**src/rtl/stopwatch_pkg.sv**
```systemverilog
// Shared types and constants for the stopwatch engine.
// Latency: n/a (declarations only).
// Backpressure: n/a.
package stopwatch_pkg;

   typedef enum logic [1:0] {
      IDLE    = 2'd0,
      RUNNING = 2'd1,
      PAUSED  = 2'd2
   } state_t;

   localparam int DIGIT_W   = 4;
   localparam int UNITS_MAX = 9;
   localparam int TENS_MAX  = 5;

   localparam logic [4*DIGIT_W-1:0] NUMBER_RST = 16'h0000;

endpackage

```
**src/rtl/stopwatch_bcd_digit.sv**
```systemverilog
// One BCD digit 0..MAX that advances on inc and wraps to 0 with a carry out.
// Latency: digit updates on the clock edge after inc; carry is combinational.
// Backpressure: none, inc is a single-cycle strobe.
module bcd_digit
   import stopwatch_pkg::*;
#(
   parameter int MAX = UNITS_MAX
) (
   input  logic               clk,
   input  logic               rst,
   input  logic               clr,
   input  logic               inc,
   output logic [DIGIT_W-1:0] digit,
   output logic               carry
);

   localparam logic [DIGIT_W-1:0] MAX_D = DIGIT_W'(MAX);

   if (MAX < 1 || MAX > UNITS_MAX) begin : g_max_chk
      $error("bcd_digit: MAX must be within 1..9");
   end

   assign carry = inc & (digit == MAX_D);

   always_ff @(posedge clk or posedge rst) begin
      if (rst) begin
         digit <= '0;
      end else if (clr || carry) begin
         digit <= '0;
      end else if (inc) begin
         digit <= digit + DIGIT_W'(1);
      end
   end

endmodule

```
**src/rtl/stopwatch_core.sv**
```systemverilog
// MM:SS BCD stopwatch with run/pause/clear control; lap freeze under STOPWATCH_LAP_EN.
// Latency: a button level rising before edge N takes effect after edge N+1.
// Backpressure: none, inputs are debounced levels and outputs are free-running.
module stopwatch_core
   import stopwatch_pkg::*;
#(
   parameter int BOARD_CLOCK_FREQUENCY_IN_HZ = 100_000_000,
   parameter int TICK_RATE_IN_HZ             = 1
) (
   input  logic        clk,
   input  logic        rst,
   input  logic        start_stop,
   input  logic        clear,
   input  logic        lap,
   output logic [15:0] number,
   output logic        running,
   output logic        rollover,
   output logic        lap_active
);

   localparam int DIV = BOARD_CLOCK_FREQUENCY_IN_HZ / TICK_RATE_IN_HZ;
   localparam int PW  = (DIV > 2) ? $clog2(DIV) : 1;
   localparam logic [PW-1:0] PRESC_LAST = PW'(DIV - 1);

   if (DIV < 2) begin : g_div_chk
      $error("stopwatch_core: clock/tick ratio must be at least 2");
   end

   state_t state, state_nx;

   logic [1:0] btn_q, btn_prev;
   logic       ss_edge, clr_edge;
   logic       zero_cnt, tick;
   logic [PW-1:0] presc;

   logic [DIGIT_W-1:0] s0, s1, m0, m1;
   logic               s0_c, s1_c, m0_c, m1_c;
   logic [15:0]        live;

   // Inputs are registered once before the history stage, so edges come from flops only.
   always_ff @(posedge clk or posedge rst) begin
      if (rst) begin
         btn_q    <= '0;
         btn_prev <= '0;
      end else begin
         btn_q    <= {clear, start_stop};
         btn_prev <= btn_q;
      end
   end

   assign ss_edge  = btn_q[0] & ~btn_prev[0];
   assign clr_edge = btn_q[1] & ~btn_prev[1];

   always_ff @(posedge clk or posedge rst) begin
      if (rst) begin
         state <= IDLE;
      end else begin
         state <= state_nx;
      end
   end

   always_comb begin
      state_nx = state;
      case (state)
         IDLE:    if (ss_edge) state_nx = RUNNING;
         RUNNING: if (ss_edge) state_nx = PAUSED;
         PAUSED: begin
            if (clr_edge)     state_nx = IDLE;
            else if (ss_edge) state_nx = RUNNING;
         end
         default: state_nx = IDLE;
      endcase
   end

   always_comb begin
      running  = 1'b0;
      zero_cnt = 1'b0;
      case (state)
         RUNNING: running  = 1'b1;
         IDLE,
         PAUSED:  zero_cnt = clr_edge;
         default: zero_cnt = 1'b0;
      endcase
   end

   assign tick = running & (presc == PRESC_LAST);

   // Held while paused so a resume finishes the partial second.
   always_ff @(posedge clk or posedge rst) begin
      if (rst) begin
         presc <= '0;
      end else if (zero_cnt) begin
         presc <= '0;
      end else if (running) begin
         presc <= tick ? '0 : presc + PW'(1);
      end
   end

   bcd_digit #(.MAX(UNITS_MAX)) u_s0 (
      .clk(clk), .rst(rst), .clr(zero_cnt), .inc(tick), .digit(s0), .carry(s0_c)
   );
   bcd_digit #(.MAX(TENS_MAX)) u_s1 (
      .clk(clk), .rst(rst), .clr(zero_cnt), .inc(s0_c), .digit(s1), .carry(s1_c)
   );
   bcd_digit #(.MAX(UNITS_MAX)) u_m0 (
      .clk(clk), .rst(rst), .clr(zero_cnt), .inc(s1_c), .digit(m0), .carry(m0_c)
   );
   bcd_digit #(.MAX(TENS_MAX)) u_m1 (
      .clk(clk), .rst(rst), .clr(zero_cnt), .inc(m0_c), .digit(m1), .carry(m1_c)
   );

   assign live = {m1, m0, s1, s0};

   // Registered alongside the digits so the pulse coincides with 00:00 on number.
   always_ff @(posedge clk or posedge rst) begin
      if (rst) begin
         rollover <= 1'b0;
      end else begin
         rollover <= m1_c;
      end
   end

`ifdef STOPWATCH_LAP_EN
   logic        lap_q, lap_prev, lap_edge;
   logic        lap_r;
   logic [15:0] snap;

   always_ff @(posedge clk or posedge rst) begin
      if (rst) begin
         lap_q    <= 1'b0;
         lap_prev <= 1'b0;
      end else begin
         lap_q    <= lap;
         lap_prev <= lap_q;
      end
   end

   assign lap_edge = lap_q & ~lap_prev;

   always_ff @(posedge clk or posedge rst) begin
      if (rst) begin
         lap_r <= 1'b0;
         snap  <= NUMBER_RST;
      end else if (zero_cnt) begin
         lap_r <= 1'b0;
      end else if (running && lap_edge) begin
         if (!lap_r) begin
            snap  <= live;
            lap_r <= 1'b1;
         end else begin
            lap_r <= 1'b0;
         end
      end
   end

   assign number     = lap_r ? snap : live;
   assign lap_active = lap_r;
`else
   logic lap_unused;
   assign lap_unused = lap;
   assign number     = live;
   assign lap_active = 1'b0;
`endif

endmodule

```
**config.mk**
```make
export PLATFORM = sky130hd
export DESIGN_NAME = stopwatch_core
export DESIGN_NICKNAME = d
export VERILOG_FILES = /design/src/rtl/stopwatch_pkg.sv /design/src/rtl/stopwatch_bcd_digit.sv /design/src/rtl/stopwatch_core.sv
export SDC_FILE = /design/constraint.sdc
export NUM_CORES = 1
export LEC_CHECK = 0
export ABC_AREA = 1
export CAP_MARGIN = 30
export CORE_MARGIN = 1.5
export CORE_UTILIZATION = 35
export DETAILED_ROUTE_END_ITERATION = 10
export GPL_ROUTABILITY_DRIVEN = 0
export GPL_TIMING_DRIVEN = 0
export HOLD_SLACK_MARGIN = 0.1
export SYNTH_ARGS = -nofsm -noshare
export SYNTH_HDL_FRONTEND = slang
export SYNTH_SLANG_ARGS = --single-unit
```
**constraint.sdc**
```tcl
create_clock -name clk -period 4 [get_ports clk]
set_input_delay 1 -clock clk [delete_from_list [all_inputs] [get_ports clk]]
set_output_delay 1 -clock clk [all_outputs]
set_load 0.01 [all_outputs]
```
After elaboration in Yosys (flattened, before gate mapping). Cells that the tools add are included.

Multiplexer cells: 17. Bitwise logic cells: 9. Multipliers: 0. Magnitude comparators: 0. Equal/unequal tests: 8. Div/mod/pow operators: 0. Reductions and logical operators: 11. $add $sub $neg: 5. Shift operators: 0.

Operator list (count): two-way mux 27 bit (3); two-way mux 4 bit (8); adder 27 x 1 -> 27 bit (second input constant) (1); == test 27 bit (second input constant) (1); adder 4 x 1 -> 4 bit (second input constant) (4); nonzero test 2 bit (5); == test 4 x 3 -> 1 bit (second input constant) (2); == test 4 bit (second input constant) (2); AND 1 bit (7); two-way mux 2 bit (3); one-hot mux 2 bit (3 select lines) (1); logical OR 1 bit (4); == test 2 x 1 -> 1 bit (second input constant) (1); == test 2 bit (second input constant) (1); logical NOT 2 bit (1); two-way mux 1 bit (2); inequality test 2 bit (second input constant) (1); inverter 1 bit (2); OR reduction 2 bit (1).

Input bits: 5. Output and inout bits: 19. Bits in latches: 0. Memories kept: 0. ROM bits: 0. Register bits: 50. Word-level logic and storage cells: 59. RAM bits: 0.

Logic depth before layout (Yosys ltp). Gate-level depths: netlist of run 1.

Depth in word-level cells: 9. Gate-level depth with buffers: 11. Gate-level depth less buffers: 11.

By module. A second synthesis of run 1 with hierarchy kept.

Cell total of the unflattened synthesis: 416. Area total of the unflattened synthesis: 3034.2 um^2.

By module, submodules not included: stopwatch_core (times used 1, cells each 294, seq. area each 850.8 um^2, area each 2108.3 um^2); bcd_digit (u_m0 ...) (times used 2, cells each 31, seq. area each 100.1 um^2, area each 232.7 um^2); bcd_digit (u_m1 ...) (times used 2, cells each 30, seq. area each 100.1 um^2, area each 230.2 um^2).

Worst setup path before layout of run 1. Ideal clock, no wire load.

Kind: reg-to-output. Start point: register state[1]. End point: output port running. Arrival: 580 ps. Path slack: 2420 ps. Required time: 3000 ps. Buffers on the path: 0. Cell stages (with the launch flop): 2. Path through: dfrtp_1 nor2_4.

Longest elaborated chain between the ends: 2.

RTL lines: start: declaration (line stopwatch_core.sv:29) `state_t state, state_nx;`; start signal: assignment (line stopwatch_core.sv:58) `state <= state_nx;`; == test 2 x 1 -> 1 bit (line stopwatch_core.sv:78) `case (state)`; two-way mux 1 bit (line stopwatch_core.sv:78); end: declaration (line stopwatch_core.sv:16) `output logic running,`.

No other way between the ends.

Worst setup path in the final report of run 1. Same ends and word-level chain as after synthesis.

==> flow_summary.toml, run 1 <==
[run_status]
outcome = "complete, no violations"

[detailed_routing]
vias = 2475
remaining_drc_errors = 0
via_per_inst = 4.86
dr.pass1.iters = 6
avgRoutedWirePerCell_um = 12.5
drt_iter0_markers = 106
final_antenna_net_count = 0
drt_wl_total_mm = 6.35

[power_and_ir_drop]
seqPwrFrac_pct = 53.9
vdd_ir_drop_max_mv = 0.141
internal_power_mw = 0.707
powerDensity_nw_per_um2 = 300
combPwrFrac_pct = 17.1
design_power_total_mw = 1.03
p_clk_share_pct = 29.0
p_leak_nw = 1.59
p_switching_mw = 0.320
p_sw_share_pct = 31.2

[placement]
numPortBuffers = 21
post-place-ws_ns = 1.83
dp_hpwl_mm = 4.82

[grt]
grt_pass1_vias = 2434
track_usage_pct = 15.5
grt_pass1_wl_mm = 11.0
grt_overflow = 0
grt_max_degree = 30
antenna_found_initial = 0

[synthesis]
synth_top_area_share_pct = 42.1
synthArstFlopShare_pct = 100
syn-num-nets = 389
syn-cell-area_um2 = 2980
yosysSeqAreaShare_pct = 42.1
synth_adder_area_share_pct = 3.78
yosys.area.top_type = "dfrtp_1"
yosys_most_used_dff = "dfrtp_1"
synth_edf_count = 0
ys.warnings.count = 0
yosys.area_share.simple_pct = 34.9
ys_ff_latch = 50
ys_top_cells_by_area = "dfrtp_1 42%, nand2_1 9.0%, nor2_1 5.6%, inv_1 5.4%, nand3_1 4.7%"
synthDistinctLibCells = 36
synthXorXnorAreaFrac_pct = 4.42
yosys.cell_count.top_type = "nand2_1"
synth_top_family_by_area = "simple AND/OR/NAND/NOR gates"
syn_inst = 375
synth_commonest_cells = "71 x nand2_1, 50 x dfrtp_1, 44 x nor2_1, 43 x inv_1, 28 x nand3_1"
synth_area_per_cell_um2 = 7.93
synth_compound_area_share_pct = 6.35
synthMuxAreaShare_pct = 0.336

[layout]
layout-area-overhead-vs-synth_pct = 15.1
nets = 418
regArea_um2 = 1250
drive_above_1_share_pct = 12.9
multi_input_area_um2 = 1490
fillers = 833
diodes = 0

[worst_hold_path]
holdCritStartpoint = "btn_q[1]"
holdPathEnd = "btn_prev[1]"
hold_class = "register to register"
hold_path_depth = 0

[clock_network]
cts-buffers-inserted = 5
cts_buffer_depth = 2
clockRootBuffer = "clkbuf_8"
clk_latency_ns = 0.30
holdBufCountCts = 0
ctsResizeCount = 0
cts_tree = "done"
htree_num_levels = 2
path_clk_slew_ns = 0.09
postCtsSetupBuffers = 0
cts_sinks = 50

[critical_path]
crit_family = "buffers and inverters"
required_ns = 3.00
path_depth = 2
path_max_fanout = 6
start_kind = "register"
cp-end-kind = "output pin"
crit_chain = "nor2_4 > clkdlybuf4s50_1"
path_buf_inv = 1
r2r_start = "presc[0]"
reg2reg_slack_ns = 2.18
crit_arrival_ns = 1.49
reg2reg_depth = 9
worstSetupPathType = "register to output pin"
max_stage_delay_ns = 0.56
r2r_end = "presc[18]"
cp_slowest_cell = "clkdlybuf4s50_1"

[die]
floorplan.io_pins = 24
num_rows = 33
die_area_um2 = 9060
core-area_um2 = 8220
fp.dieW_um = 95.2
die_y_um = 95.2
initial_utilization_pct = 36.2

[timing]
setup_ws_ns = 1.51
fin_worst_hold_slack_ns = 0.386
final_hold_viol_count = 0
timing.final.crit_share_pct = 62.2
tightest_slew_ns = 0.498
finClkSkew_ns = 0.00664
maxSlewViolCount = 0
min_period_ns = 2.49
finalSetupViolations = 0
fmax_mhz = 402
slew-limit-headroom_pct = 66.7
tns_ns = 0
rsz0062_at_grt = "no"

[job]
maxCapViolCount = 0
## layer usage
metal | part of all wire (%) | global-route usage, % | vias to the layer above
li1 | - | - | 1272
met1 | 48 | 20.2 | 1165
met2 | 48 | 26.1 | 31
met3 | 2.1 | 2.47 | 7
met4 | 1.4 | 4.73 | 0
met5 | 0 | 0 | -
## logic make-up after synthesis
family          count (synthesis)
simple gates                  208
buf+inv                        59
flops                          50
compound gates                 32
xor+xnor                       15
fa+ha+maj                       9
other cells                     1
mux                             1
## how the worst max path moves through the flow
| stage | startpoint | endpoint |
|---|---|---|
| final | state[1] | running |
| after global routing | state[1] | running |
| after CTS | state[1] | running |
| after detailed placement | state[1] | running |
| after global placement | rst | presc[23] |
| after floorplan | rst | btn_prev[0] |
## registers in the layout (all words and copies together), names as in the netlist
signal      flops
presc          27
u_m0.digit      4
u_m1.digit      4
u_s0.digit      4
u_s1.digit      4
btn_prev        2
btn_q           2
state           2
rollover        1
## worst register-to-register path: cells and delay by family, from the launching register on
| family | cells | cell delay, ns |
|---|---|---|
| flip-flops | 1 | 0.44 |
| AND/OR/NAND/NOR | 7 | 0.96 |
| adder cells (fa/ha/maj) | 1 | 0.19 |
| XOR/XNOR | 1 | 0.13 |
## area by class of cell
type,instances,share of cell area [%]
multi-input cells,266,43.4
flip-flops and latches,50,36.5
repair buffers,22,6.73
inverters,52,5.70
well taps,105,3.84
clock buffers,5,2.01
plain buffers,7,1.28
clock inverters,2,0.512
## metrics by stage
step / utilization [%] / instance area (um^2) / cells
floorplan: - / 2980 / 375
global placement: 40.4 / 3320 / 501
detailed placement: 40.6 / 3340 / 502
CTS: 41.7 / 3420 / 509
global route: 41.7 / 3420 / 509
finish: 41.7 / 3420 / 509
## power groups by stage
stage	registers [mW]	clock network, mW	logic (mW)
floorplan	0.556	0	0.124
global placement	0.561	0	0.173
detailed placement	0.562	0	0.178
CTS	0.552	0.313	0.178
global route	0.556	0.334	0.198
finish	0.553	0.298	0.176
## placed cells by master, fill, tap and decap left out, types with 2 or more instances in the layout
| master | instances |
|---|---|
| a31oi_1 | 3 |
| o21ai_0 | 6 |
| o22ai_1 | 3 |
| nand4_1 | 17 |
| dfrtp_1 | 50 |
| nor2_4 | 5 |
| clkdlybuf4s50_1 | 21 |
| ha_1 | 9 |
| inv_1 | 42 |
| inv_6 | 2 |
| nand3_1 | 28 |
| xnor2_1 | 3 |
| nor2_1 | 44 |
| buf_2 | 5 |
| nand2_4 | 3 |
| xor2_1 | 12 |
| nor2_2 | 6 |
| a21oi_1 | 9 |
| o21ai_1 | 6 |
| nand2_1 | 71 |
| o21bai_1 | 2 |
| nand2_2 | 8 |
| nor3b_1 | 2 |
| nor3_1 | 18 |
| clkbuf_8 | 5 |
| inv_2 | 10 |
Note: power is estimated with default switching activity, not from simulation.
==> inputs of run 2 (changes only) <==
clock period = 2.5 ns   (was 4 ns; I/O delays follow)
==> results of run 2 <==
The final DEF is identical to that of run 1. Status: complete, no violations.
Among the figures that moved: setup slack after placement 1.83 ns -> 0.709 ns; setup slack after layout 1.51 ns -> 0.389 ns; register-to-register setup slack 2.18 ns -> 0.68 ns; total power 1.03 mW -> 1.64 mW; worst IR drop on VDD 0.141 mV -> 0.226 mV
==> inputs of run 3 (changes only) <==
clock period = 2 ns   (was 2.5 ns; I/O delays follow)
==> run 3 against run 2 <==
Against the previous run:
- first-iteration DRC count is 0.94% lower
- critical path depth is 1 lower
- worst setup slack worse by 0.24 ns
- sequential share of layout area hardly changed
- critical path type unchanged
- largest power group unchanged
==> flow_summary.toml, run 3 (synthesis gave the netlist of run 1 again) <==
[run_status]
outcome = "complete, no violations"

[placement]
numPortBuffers = 21
placed_cells = 502
post-place-ws_ns = 0.216
dp_hpwl_mm = 4.82

[critical_path]
reg2reg_depth = 9
crit_chain = "clkdlybuf4s50_1"
start_kind = "register"
reg2reg_slack_ns = 0.19
path_max_fanout = 6
worstSetupPathType = "register to output pin"
crit_family = "buffers and inverters"
crit_arrival_ns = 1.35
max_stage_delay_ns = 0.58
r2r_start = "presc[0]"
cp-end-kind = "output pin"
path_buf_inv = 1
cp_slowest_cell = "clkdlybuf4s50_1"
required_ns = 1.50
crit_start = "u_m1.digit[0]"
r2r_end = "presc[18]"

[timing]
slew-limit-headroom_pct = 66.7
min_period_ns = 1.85
rsz0062_at_grt = "no"
tightest_slew_ns = 0.498
timing.final.crit_share_pct = 92.7
setup_ws_ns = 0.145
finalSetupViolations = 0
fmax_mhz = 539
final_hold_viol_count = 0
maxSlewViolCount = 0
finClkSkew_ns = 0.00664

[die]
floorplan.io_pins = 24
die_area_um2 = 9060
die_y_um = 95.2
num_rows = 33
initial_utilization_pct = 36.2
core-area_um2 = 8220
fp.dieW_um = 95.2

[layout]
top_register = "presc"
nets = 418
final_common_cell = "nand2_1"
final_cell_mix = "71 x nand2_1, 50 x dfrtp_1, 44 x nor2_1"
fillers = 833
fin_cells = 509
diodes = 0
drive_above_1_share_pct = 12.9
largest_reg_flops = 27
layout-area-overhead-vs-synth_pct = 15.1

[detailed_routing]
dr.pass1.iters = 6
drt_wl_total_mm = 6.34
avgRoutedWirePerCell_um = 12.5
vias = 2471
drt_iter0_markers = 105
final_antenna_net_count = 0
via_per_inst = 4.85
remaining_drc_errors = 0

[grt]
antenna_found_initial = 0
grt_pass1_vias = 2434
grt_max_degree = 30
grt_overflow = 0
grt_pass1_wl_mm = 11.0
track_usage_pct = 15.5

[power_and_ir_drop]
p_leak_nw = 1.60
combPwrFrac_pct = 17.1
p_sw_share_pct = 31.2
vdd_ir_drop_max_mv = 0.284
internal_power_mw = 1.41
p_switching_mw = 0.640
powerDensity_nw_per_um2 = 599
design_power_total_mw = 2.05
p_clk_share_pct = 29.0
seqPwrFrac_pct = 53.9

[clock_network]
cts_tree = "done"
cts-buffers-inserted = 5
cts_buffer_depth = 2
path_clk_slew_ns = 0.09
clk_latency_ns = 0.30
holdBufCountCts = 0
cts_sinks = 50
clockRootBuffer = "clkbuf_8"
htree_num_levels = 2

[worst_hold_path]
holdPathEnd = "btn_prev[1]"
holdCritStartpoint = "btn_q[1]"
hold_class = "register to register"
hold_path_depth = 0

[job]
maxCapViolCount = 0
[run 3: layer usage]
metal  wire length, um  share of wire, %  track usage [%]
met1              3040                48             20.2
met2              3060                48             26.1
met3               158               2.5             2.47
met4                86               1.4             4.73
met5                 0                 0                0
[run 3: how the worst max path moves through the flow]
stage                               end  slack [ns]  cells past startpoint
final                        number[12]        0.15                      1
after global routing          presc[18]        0.04                      9
after CTS                       running       0.007                      3
after detailed placement  u_m1.digit[2]        0.22                     10
after global placement        presc[23]       -0.76                      2
after floorplan             btn_prev[0]        0.30                      1
[run 3: area by class of cell]
type	instances	area [um^2]	share of cell area (%)
flip-flops and latches	50	1250	36.5
multi-input cells	266	1490	43.4
plain buffers	7	43.8	1.28
inverters	52	195	5.70
clock buffers	5	68.8	2.01
clock inverters	2	17.5	0.511
repair buffers	22	233	6.79
well taps	105	131	3.83
[run 3: through the flow]
stage	cell area (um^2)	hold slack [ns]	TNS [ns]	utilization (%)
floorplan	2980	0.354	0	-
global placement	3320	0.359	-38.10	40.4
CTS	3420	0.388	0	41.7
detailed placement	3340	0.365	0	40.6
global route	3430	0.414	0	41.7
finish	3430	0.386	0	41.7
[run 3: power by group through the flow]
| stage | clock [mW] | combinational, mW | sequential [mW] |
|---|---|---|---|
| 5_1_grt | 0.668 | 0.395 | 1.11 |
| 3_3_place_gp | 0 | 0.347 | 1.12 |
| 6_report | 0.596 | 0.350 | 1.11 |
| 4_1_cts | 0.627 | 0.358 | 1.10 |
| 3_5_place_dp | 0 | 0.357 | 1.12 |
| 2_1_floorplan | 0 | 0.248 | 1.11 |
[run 3: what timing repair did]
item                       4_1_cts  5_1_grt
setup buffers                    0        0
pin swaps                        1        0
setup endpoints to repair        1        1
resized for setup                0        1
